$ cat config.mk
export PLATFORM = sky130hd
export DESIGN_NAME = obi_apb_bridge
export DESIGN_NICKNAME = d
export VERILOG_FILES = /design/src/rtl/obi_apb_bridge.sv
export SDC_FILE = /design/constraint.sdc
export NUM_CORES = 1
export LEC_CHECK = 0
export CAP_MARGIN = 20
export CORE_ASPECT_RATIO = 1.4
export CORE_MARGIN = 2
export CORE_UTILIZATION = 45
export DETAILED_ROUTE_END_ITERATION = 12
export GPL_ROUTABILITY_DRIVEN = 0
export HOLD_SLACK_MARGIN = 0.1
export PLACE_DENSITY_LB_ADDON = 0.25
export REMOVE_ABC_BUFFERS = 1
export SYNTH_ARGS = -nofsm -noshare
export SYNTH_HDL_FRONTEND = slang
export SYNTH_SLANG_ARGS = --single-unit
$ cat constraint.sdc
create_clock -name clk_i -period 5.4 [get_ports clk_i]
set_input_delay 1.62 -clock clk_i [delete_from_list [all_inputs] [get_ports clk_i]]
set_output_delay 1.62 -clock clk_i [all_outputs]
set_load 0.01 [all_outputs]
$ cat src/rtl/obi_apb_bridge.sv
// OBI-to-APB4 bridge: one OBI transaction at a time, run as an APB SETUP/ACCESS
// transfer, with a ready watchdog and a saturating error counter on the sideband.
package obi_pkg;
  typedef struct packed {
    logic        req;
    logic        we;
    logic [3:0]  be;
    logic [31:0] addr;
    logic [31:0] wdata;
  } obi_req_t;

  typedef struct packed {
    logic        gnt;
    logic        rvalid;
    logic [31:0] rdata;
  } obi_resp_t;
endpackage

module obi_apb_bridge
  import obi_pkg::*;
#(
  parameter int unsigned TimeoutCycles = 256,
  parameter logic [31:0] ErrRdata      = 32'hBADCAB1E,
  parameter int unsigned CntWidth      = 8
) (
  input  logic                clk_i,
  input  logic                rst_i,
  input  obi_req_t            obi_req_i,
  output obi_resp_t           obi_resp_o,
  output logic [31:0]         paddr_o,
  output logic                psel_o,
  output logic                penable_o,
  output logic                pwrite_o,
  output logic [31:0]         pwdata_o,
  output logic [3:0]          pstrb_o,
  output logic [2:0]          pprot_o,
  input  logic [31:0]         prdata_i,
  input  logic                pready_i,
  input  logic                pslverr_i,
  output logic                err_o,
  output logic [CntWidth-1:0] err_cnt_o,
  input  logic                err_cnt_clr_i
);

  localparam logic [1:0] IDLE   = 2'd0;
  localparam logic [1:0] SETUP  = 2'd1;
  localparam logic [1:0] ACCESS = 2'd2;
  localparam logic [1:0] RESP   = 2'd3;

  // The counter only needs to reach TimeoutCycles-1.
  localparam int unsigned TW = (TimeoutCycles > 2) ? $clog2(TimeoutCycles) : 1;
  localparam int unsigned TmoLastInt = (TimeoutCycles == 0) ? 0 : TimeoutCycles - 1;
  localparam logic [TW-1:0] TmoLast = TW'(TmoLastInt);

  logic [1:0]          state_q, state_d;
  logic                we_q, we_d;
  logic [3:0]          be_q, be_d;
  logic [31:0]         addr_q, addr_d;
  logic [31:0]         wdata_q, wdata_d;
  logic [31:0]         rdata_q, rdata_d;
  logic                err_q, err_d;
  logic [TW-1:0]       tmo_q, tmo_d;
  logic [CntWidth-1:0] cnt_q, cnt_d;
  logic                gnt;

  assign gnt = obi_req_i.req & ((state_q == IDLE) | (state_q == RESP)) & ~rst_i;

  always_comb begin
    state_d = state_q;
    we_d    = we_q;
    be_d    = be_q;
    addr_d  = addr_q;
    wdata_d = wdata_q;
    rdata_d = rdata_q;
    err_d   = err_q;
    tmo_d   = tmo_q;
    case (state_q)
      IDLE, RESP: begin
        if (gnt) begin
          state_d = SETUP;
          we_d    = obi_req_i.we;
          be_d    = obi_req_i.be;
          addr_d  = obi_req_i.addr;
          wdata_d = obi_req_i.wdata;
        end else begin
          state_d = IDLE;
        end
      end
      SETUP: begin
        state_d = ACCESS;
        tmo_d   = '0;
      end
      default: begin
        // A late pready wins over the watchdog firing in the same cycle.
        if (pready_i) begin
          state_d = RESP;
          err_d   = pslverr_i;
          rdata_d = we_q ? 32'h0 : (pslverr_i ? ErrRdata : prdata_i);
        end else if ((TimeoutCycles != 0) && (tmo_q == TmoLast)) begin
          state_d = RESP;
          err_d   = 1'b1;
          rdata_d = we_q ? 32'h0 : ErrRdata;
        end else begin
          tmo_d = tmo_q + TW'(1);
        end
      end
    endcase
  end

  always_comb begin
    cnt_d = cnt_q;
    if (err_cnt_clr_i) begin
      cnt_d = '0;
    end else if ((state_q == RESP) && err_q && (cnt_q != {CntWidth{1'b1}})) begin
      cnt_d = cnt_q + CntWidth'(1);
    end
  end

  always_ff @(posedge clk_i) begin
    if (rst_i) begin
      state_q <= IDLE;
      we_q    <= 1'b0;
      be_q    <= '0;
      addr_q  <= '0;
      wdata_q <= '0;
      rdata_q <= '0;
      err_q   <= 1'b0;
      tmo_q   <= '0;
      cnt_q   <= '0;
    end else begin
      state_q <= state_d;
      we_q    <= we_d;
      be_q    <= be_d;
      addr_q  <= addr_d;
      wdata_q <= wdata_d;
      rdata_q <= rdata_d;
      err_q   <= err_d;
      tmo_q   <= tmo_d;
      cnt_q   <= cnt_d;
    end
  end

  assign psel_o     = (state_q == SETUP) | (state_q == ACCESS);
  assign penable_o  = (state_q == ACCESS);
  assign paddr_o    = addr_q;
  assign pwrite_o   = we_q;
  assign pwdata_o   = wdata_q;
  assign pstrb_o    = we_q ? be_q : 4'b0000;
  assign pprot_o    = 3'b000;
  assign err_o      = err_q;
  assign err_cnt_o  = cnt_q;
  assign obi_resp_o = '{gnt: gnt, rvalid: (state_q == RESP), rdata: rdata_q};

endmodule

==> results of run 1 <==
-- stage by stage --
stage          cell area, sq um  setup slack [ns]  cells  hold WS (ns)  power [mW]
2_1_floorplan              4641            0.8518    570        0.4257       1.560
3_5_place_dp               7066            0.9301    934        0.4431       2.093
3_3_place_gp               7066            0.9184    934        0.4372       2.063
4_1_cts                    7725            0.9149    966        0.4534       3.342
5_1_grt                    7725            0.8679    966        0.4732       3.477
6_report                   7725            0.9153    966        0.4498       3.317
-- where the power goes --
group / switching [mW] / internal (mW) / leakage (nW) / total, mW
sequential: 0.0901 / 1.04 / 0.979 / 1.13
clock: 0.401 / 0.835 / 0.315 / 1.24
combinational: 0.499 / 0.450 / 1.55 / 0.949
total: 0.990 / 2.33 / 2.84 / 3.32
-- area by class of cell --
type	count	area (sq um)
Tap cell	138	172.7
Sequential cell	120	2402
Fill cell	780	2735
Clock buffer	22	494.2
Inverter	25	93.84
Multi-Input combinational cell	425	2152
Timing Repair Buffer	226	2245
Clock inverter	10	165.2
-- routing by layer --
layer  vias up  part of all wire  GRT usage
met1      2351              0.35     0.2603
met4         0             0.031     0.1159
met5         -                 0          0
li1       2477                 -          -
met3        33             0.093     0.1126
met2       182              0.52     0.4706
-- final timing paths --
| check | start | to | slack (ns) | depth (start not counted) |
|---|---|---|---|---|
| setup / recovery | obi_req_i[69] | obi_resp_o[33] | 0.92 | 4 |
| hold / removal | be_q[2]$_SDFFE_PP0P_ | be_q[2]$_SDFFE_PP0P_ | 0.45 | 2 |
| setup reg to reg | state_q[0]$_SDFFE_PP0P_ | paddr_o[26]$_SDFFE_PP0P_ | 2.83 | 6 |
| hold reg to reg | be_q[2]$_SDFFE_PP0P_ | be_q[2]$_SDFFE_PP0P_ | 0.45 | 2 |
-- cells in the final DEF, fill, tap and decap left out, types with 2 or more instances in the layout --
cell type / count
clkdlybuf4s50_1: 219
nand2_1: 144
dfxtp_1: 120
a21oi_1: 118
o21ai_0: 32
nand3_1: 28
inv_1: 25
nand4_1: 18
clkbuf_16: 17
nand2b_1: 13
nor2_1: 10
buf_4: 7
o211ai_1: 5
xor2_1: 5
ha_1: 5
clkbuf_8: 5
and2_1: 4
and4_1: 4
bufinv_16: 4
and3_1: 3
or3_1: 3
conb_1: 3
clkinvlp_4: 3
o21ai_1: 2
or4_1: 2
a31oi_1: 2
nor3_1: 2
a2111oi_0: 2
mux2i_1: 2
clkinv_4: 2
-- worst max-delay path: cells and delay by family --
family | cells | cell delay (ns)
buffers and inverters | 2 | 1.06
AND/OR/NAND/NOR | 2 | 0.18
-- state kept, by name, summed over array words and instances, names as in the netlist --
name	flops
err_cnt_o	8
be_q	4
err_o	1
pwrite_o	1
pwdata_o	32
tmo_q	8
rdata_q	32
paddr_o	32
state_q	2
-- logic make-up after synthesis --
family | share of synthesized area
xor gates and xnor gates | 0.009002
other | 0.0007709
AOI/OAI and AO/OA | 0.1816
buffers and inverters | 0.06687
muxes | 0.004115
adders and majority gates | 0.01286
and+or+nand+nor | 0.2310
DFF | 0.4938
==> impl_metrics.env, run 1 <==
export IMPL_status="completed"
export IMPL_path_max_fanout=2
export IMPL_first_global_vias=5091
export IMPL_drv_slew=0
export IMPL_synth_cells=619
export IMPL_cts_resized=0
export IMPL_synth_common_cells="nand2_1 (145), dfxtp_1 (120), a21oi_1 (119)"
export IMPL_synth_most_common_cell="nand2_1"
export IMPL_drtIter0Drc=192
export IMPL_hpwl_um=10470
export IMPL_port_buffers=220
export IMPL_rows=44
export IMPL_hold_buffers=0
export IMPL_async_reset_ff_frac=0
export IMPL_cts_tree="built"
export IMPL_drive_gt1_frac=0.05797
export IMPL_area_growth_synth_to_final_pct=58.80
export IMPL_yosysTopAreaCellShare=0.4938
export IMPL_drc=0
export IMPL_max_freq_ghz=0.2230
export IMPL_ys_ff_latch=120
export IMPL_pin_count=224
export IMPL_min_path_type="register to register"
export IMPL_cap_violations=0
export IMPL_insertedDiodeCount=0
export IMPL_cts_setup_buffers=0
export IMPL_synth_edf_count=0
export IMPL_maxSlewHeadroom=0.2977
export IMPL_cp_cell_sequence="clkdlybuf4s50_1 -> nand2_2 -> nor2_1 -> clkdlybuf4s50_1"
export IMPL_tns_ns=0
export IMPL_leakage_nw=2.843
export IMPL_synth_ff_type="dfxtp_1"
export IMPL_drt_pass1_iterations=4
export IMPL_ir_worst_vdd_mv=0.2976
export IMPL_clock_path_buffers=2
export IMPL_finalClockSkew_ns=0.009595
export IMPL_ant_nets=0
export IMPL_critPathMaxStageDelay_ns=0.58
export IMPL_die_area_sq_mm=0.01167
export IMPL_crit_required_ns=3.78
export IMPL_synth_largest_area_cell="dfxtp_1"
export IMPL_grt_pass1_wl_um=24270
export IMPL_cts_root_buffer_cell="clkbuf_16"
export IMPL_setup_viol=0
export IMPL_finalWirelength_um=15270
export IMPL_antenna_found_initial=0
export IMPL_start_kind="input port"
export IMPL_cts_reportedPaths_clkPinSlew_ns=0.06
export IMPL_fin_util=0.7385
export IMPL_cts_sinks=120
export IMPL_cts_max_level=4
export IMPL_cpMaxStageDelayCell="clkdlybuf4s50_1"
export IMPL_mappedNetlistArea_sq_mm=0.004865
export IMPL_coreArea_sq_mm=0.01046
export IMPL_avgRoutedWirePerCell_um=15.81
export IMPL_synth_cell_types=43
export IMPL_insertion_delay_ns=0.41
export IMPL_grt_ovfl_total=0
export IMPL_fp_dieH_um=127.0
export IMPL_period_needed_ns=4.485
export IMPL_power_density_mw_per_mm2=429.4
export IMPL_synth_warnings=0
export IMPL_die_x_um=91.88
export IMPL_tightest_slew_ns=1.053
export IMPL_start_util=0.4651
export IMPL_synth_area_leaders="dfxtp_1 (49%), a21oi_1 (12%), nand2_1 (11%)"
export IMPL_vias_per_cell=5.220
export IMPL_fin_crit_sh=0.8305
export IMPL_grt_usage=0.2618
export IMPL_nets=927
export IMPL_grt_max_degree=73
export IMPL_syn_avg_cell_area_sq_um=7.859
export IMPL_synth_yosys_seq_area_share=0.4938
export IMPL_cpMostUsedCell="clkdlybuf4s50_1"
export IMPL_crit_type="input port to primary output"
export IMPL_hold_violations=0
export IMPL_rsz0062_at_grt="false"
export IMPL_cts_buffers=17
export IMPL_critPathArrivalTime_ns=2.86
export IMPL_vias=5043
export IMPL_endpoint_kind="primary output"
Note: power is estimated with default switching activity, not from simulation.
==> run 2: changes to the inputs <==
Settings changed: CORE_UTILIZATION 45 to 41.
Clock period 5.4 ns to 4.2 ns, I/O delays scaled along.
==> impl_metrics.env, run 2 (same netlist as run 1, synthesis figures left out) <==
export IMPL_final_area_sq_mm=0.007721
export IMPL_status="completed"
export IMPL_insertedDiodeCount=0
export IMPL_cts_root_buffer_cell="clkbuf_16"
export IMPL_place_inst=945
export IMPL_cts_reportedPaths_clkPinSlew_ns=0.05
export IMPL_gr_usage_met1=0.2566
export IMPL_layout_commonest_cell="clkdlybuf4s50_1"
export IMPL_crit_type="input port to primary output"
export IMPL_coreArea_sq_mm=0.01170
export IMPL_drc=0
export IMPL_fin_util=0.6598
export IMPL_reg2reg_from="state_q[0]$_SDFFE_PP0P_"
export IMPL_grt_use_met3=0.1213
export IMPL_drive_gt1_frac=0.05790
export IMPL_fin_total_pwr_mw=4.210
export IMPL_die_area_sq_mm=0.01276
export IMPL_first_global_vias=5047
export IMPL_avgRoutedWirePerCell_um=15.68
export IMPL_maxSlewHeadroom=0.4651
export IMPL_drt_pass1_iterations=6
export IMPL_pin_count=224
export IMPL_period_needed_ns=3.721
export IMPL_hold_path_startpoint="be_q[3]$_SDFFE_PP0P_"
export IMPL_ir_worst_vdd_mv=0.3032
export IMPL_nets=929
export IMPL_setup_viol=0
export IMPL_max_freq_ghz=0.2687
export IMPL_grt_usage=0.2413
export IMPL_cpMostUsedCell="clkdlybuf4s50_1"
export IMPL_startpoint="obi_req_i[69]"
export IMPL_fill_cells=956
export IMPL_drtIter0Drc=159
export IMPL_die_x_um=96.06
export IMPL_start_util=0.4157
export IMPL_rows=47
export IMPL_fin_crit_sh=0.8859
export IMPL_antenna_found_initial=0
export IMPL_power_density_mw_per_mm2=545.3
export IMPL_layout_common_cells="clkdlybuf4s50_1 (219), nand2_1 (144), dfxtp_1 (120), a21oi_1 (118), o21ai_0 (32)"
export IMPL_finalClockSkew_ns=0.01082
export IMPL_final_cells=976
export IMPL_crit_required_ns=2.94
export IMPL_grt_ovfl_total=0
export IMPL_fin_ws_ns=0.4790
export IMPL_dp_slack_ns=0.4807
export IMPL_hpwl_um=10530
export IMPL_hold_buffers=0
export IMPL_placed_cell_area_sq_mm=0.007092
export IMPL_critPathMaxStageDelay_ns=0.54
export IMPL_port_buffers=220
export IMPL_endpoint_kind="primary output"
export IMPL_critPathArrivalTime_ns=2.46
export IMPL_top_usage_layer="met2"
export IMPL_cap_violations=0
export IMPL_cts_tree="built"
export IMPL_drv_slew=0
export IMPL_cts_buffers=17
export IMPL_use_met2=0.4055
export IMPL_cts_sinks=120
export IMPL_cts_resized=0
export IMPL_fp_dieH_um=132.9
export IMPL_vias=5101
export IMPL_tns_ns=0
export IMPL_cts_setup_buffers=0
export IMPL_whs_ns=0.4514
export IMPL_min_path_type="register to register"
export IMPL_vias_per_cell=5.226
export IMPL_path_max_fanout=2
export IMPL_cts_max_level=4
export IMPL_area_growth_synth_to_final_pct=58.72
export IMPL_rsz0062_at_grt="false"
export IMPL_ant_nets=0
export IMPL_start_kind="input port"
export IMPL_grt_max_degree=71
export IMPL_clock_path_buffers=2
export IMPL_grt_pass1_wl_um=24160
export IMPL_tightest_slew_ns=0.7989
export IMPL_finalWirelength_um=15300
export IMPL_cpMaxStageDelayCell="clkdlybuf4s50_1"
export IMPL_hold_violations=0
export IMPL_cp_cell_sequence="clkdlybuf4s50_1 -> nand2_2 -> nor2_1 -> clkdlybuf4s50_1"
export IMPL_insertion_delay_ns=0.41
export IMPL_leakage_nw=2.833
[run 2: final cells by class]
| class | count | area (sq um) | area share |
|---|---|---|---|
| Clock inverter | 11 | 172.7 | 0.02236 |
| Inverter | 25 | 93.84 | 0.01215 |
| Sequential cell | 120 | 2402 | 0.3111 |
| Multi-Input combinational cell | 425 | 2152 | 0.2787 |
| Clock buffer | 20 | 456.7 | 0.05915 |
| Tap cell | 147 | 183.9 | 0.02382 |
| Timing Repair Buffer | 228 | 2260 | 0.2927 |
[run 2: report_power, final]
group	total [mW]	switching (mW)	internal, mW
clock	1.53	0.511	1.02
sequential	1.46	0.117	1.34
combinational	1.22	0.643	0.578
[run 2: path summary, 6_finish.rpt]
| path | cells after the start | endpoint | slack [ns] |
|---|---|---|---|
| min | 2 | be_q[3]$_SDFFE_PP0P_ | 0.45 |
| max reg2reg | 6 | paddr_o[14]$_SDFFE_PP0P_ | 1.76 |
| min reg2reg | 2 | be_q[3]$_SDFFE_PP0P_ | 0.45 |
| max | 4 | obi_resp_o[33] | 0.48 |
[run 2: worst max-delay path, delay by kind of cell]
kind	cells	cell delay (ns)
and+or+nand+nor	2	0.17
buffers and inverters	2	1.03
[run 2: metal layers]
metal  part of all wire  routed length, um
met1               0.37               5609
met5                  0                  0
met4              0.020                313
met3               0.11               1625
met2               0.51               7751
==> run 3: changes to the inputs <==
Settings changed: CTS_BUF_LIST set to sky130_fd_sc_hd__clkbuf_16.
==> impl_metrics.env, run 3 (same netlist as run 1, synthesis figures left out) <==
export IMPL_status="completed"
export IMPL_final_cells=976
export IMPL_intPower_mw=2.901
export IMPL_fp_dieH_um=132.9
export IMPL_layout_common_cells="clkdlybuf4s50_1 (219), nand2_1 (144), dfxtp_1 (120), a21oi_1 (118), o21ai_0 (32)"
export IMPL_hpwl_um=10530
export IMPL_endpoint_kind="primary output"
export IMPL_rows=47
export IMPL_tns_ns=0
export IMPL_drc=0
export IMPL_coreArea_sq_mm=0.01170
export IMPL_vias=5079
export IMPL_switching_power_mw=1.268
export IMPL_fin_crit_sh=0.8859
export IMPL_drtIter0Drc=163
export IMPL_cts_tree="built"
export IMPL_drt_pass1_iterations=5
export IMPL_swShare=0.3041
export IMPL_pin_count=224
export IMPL_die_area_sq_mm=0.01276
export IMPL_maxSlewHeadroom=0.4650
export IMPL_cp_cell_sequence="clkdlybuf4s50_1 -> nand2_2 -> nor2_1 -> clkdlybuf4s50_1"
export IMPL_cts_max_level=4
export IMPL_hold_buffers=0
export IMPL_nets=929
export IMPL_p_clk_frac=0.357
export IMPL_layout_commonest_cell="clkdlybuf4s50_1"
export IMPL_crit_required_ns=2.94
export IMPL_crit_type="input port to primary output"
export IMPL_p_comb_frac=0.293
export IMPL_cts_reportedPaths_clkPinSlew_ns=0.05
export IMPL_grt_usage=0.2406
export IMPL_rsz0062_at_grt="false"
export IMPL_path_max_fanout=2
export IMPL_cts_setup_buffers=0
export IMPL_cts_root_buffer_cell="clkbuf_16"
export IMPL_fin_total_pwr_mw=4.168
export IMPL_whs_ns=0.4513
export IMPL_finalClockSkew_ns=0.009269
export IMPL_clock_path_buffers=2
export IMPL_cts_sinks=120
export IMPL_drive_gt1_frac=0.05549
export IMPL_placed_cell_area_sq_mm=0.007092
export IMPL_min_path_type="register to register"
export IMPL_dp_slack_ns=0.4807
export IMPL_power_density_mw_per_mm2=541.3
export IMPL_ir_worst_vdd_mv=0.3022
export IMPL_insertedDiodeCount=0
export IMPL_grt_max_degree=71
export IMPL_setup_viol=0
export IMPL_reg2reg_from="state_q[0]$_SDFFE_PP0P_"
export IMPL_die_x_um=96.06
export IMPL_grt_pass1_wl_um=24120
export IMPL_hold_path_startpoint="be_q[3]$_SDFFE_PP0P_"
export IMPL_critPathMaxStageDelay_ns=0.54
export IMPL_start_kind="input port"
export IMPL_start_util=0.4157
export IMPL_insertion_delay_ns=0.41
export IMPL_max_freq_ghz=0.2688
export IMPL_avgRoutedWirePerCell_um=15.61
export IMPL_ant_nets=0
export IMPL_finalWirelength_um=15240
export IMPL_drv_slew=0
export IMPL_cts_buffers=17
export IMPL_vias_per_cell=5.204
export IMPL_tightest_slew_ns=0.7996
export IMPL_cap_violations=0
export IMPL_fin_util=0.6581
export IMPL_place_inst=945
export IMPL_area_growth_synth_to_final_pct=58.31
export IMPL_cts_resized=0
export IMPL_port_buffers=220
export IMPL_cpMaxStageDelayCell="clkdlybuf4s50_1"
export IMPL_startpoint="obi_req_i[69]"
export IMPL_leakage_nw=2.826
export IMPL_power_frac_seq=0.350
export IMPL_period_needed_ns=3.721
export IMPL_grt_ovfl_total=0
export IMPL_critPathArrivalTime_ns=2.46
export IMPL_fin_ws_ns=0.4791
export IMPL_final_area_sq_mm=0.007701
export IMPL_first_global_vias=5034
export IMPL_cpMostUsedCell="clkdlybuf4s50_1"
export IMPL_hold_violations=0
export IMPL_antenna_found_initial=0
## run 3: cell types whose count changed in the layout (fill, tap and decap cells not counted)
cell / change
clkbuf_1: -1
clkbuf_8: -2
inv_1: +1
clkinv_1: +2
## run 3: cell type report
cell class	instances	area (sq um)
flip-flops and latches	120	2402
clock buffers	17	425.4
multi-input cells	425	2152
fillers	954	4001
well taps	147	183.9
clock inverters	14	183.9
repair buffers	228	2260
inverters	25	93.84
## run 3: worst paths after layout
check,to,slack (ns),cells past startpoint
setup reg to reg,paddr_o[14]$_SDFFE_PP0P_,1.76,6
hold / removal,be_q[3]$_SDFFE_PP0P_,0.45,2
hold reg to reg,be_q[3]$_SDFFE_PP0P_,0.45,2
setup / recovery,obi_resp_o[33],0.48,4
## run 3: routing by layer
metal  part of all wire  up-vias  GRT usage
met5                  0        -          0
met3               0.11       19     0.1213
li1                   -     2475          -
met4              0.020        0    0.08333
met2               0.50      200     0.4032
met1               0.37     2385     0.2566
## run 3: critical path: cells and delay by family
kind,cells,cell delay (ns)
buffers and inverters,2,1.03
AND/OR/NAND/NOR,2,0.17
## run 3: power groups by stage
stage	clock [mW]	sequential [mW]	combinational, mW
4_1_cts	1.52	1.46	1.23
3_5_place_dp	0	1.48	1.22
6_report	1.49	1.46	1.22
3_3_place_gp	0	1.47	1.20
2_1_floorplan	0	1.56	0.448
5_1_grt	1.56	1.48	1.33
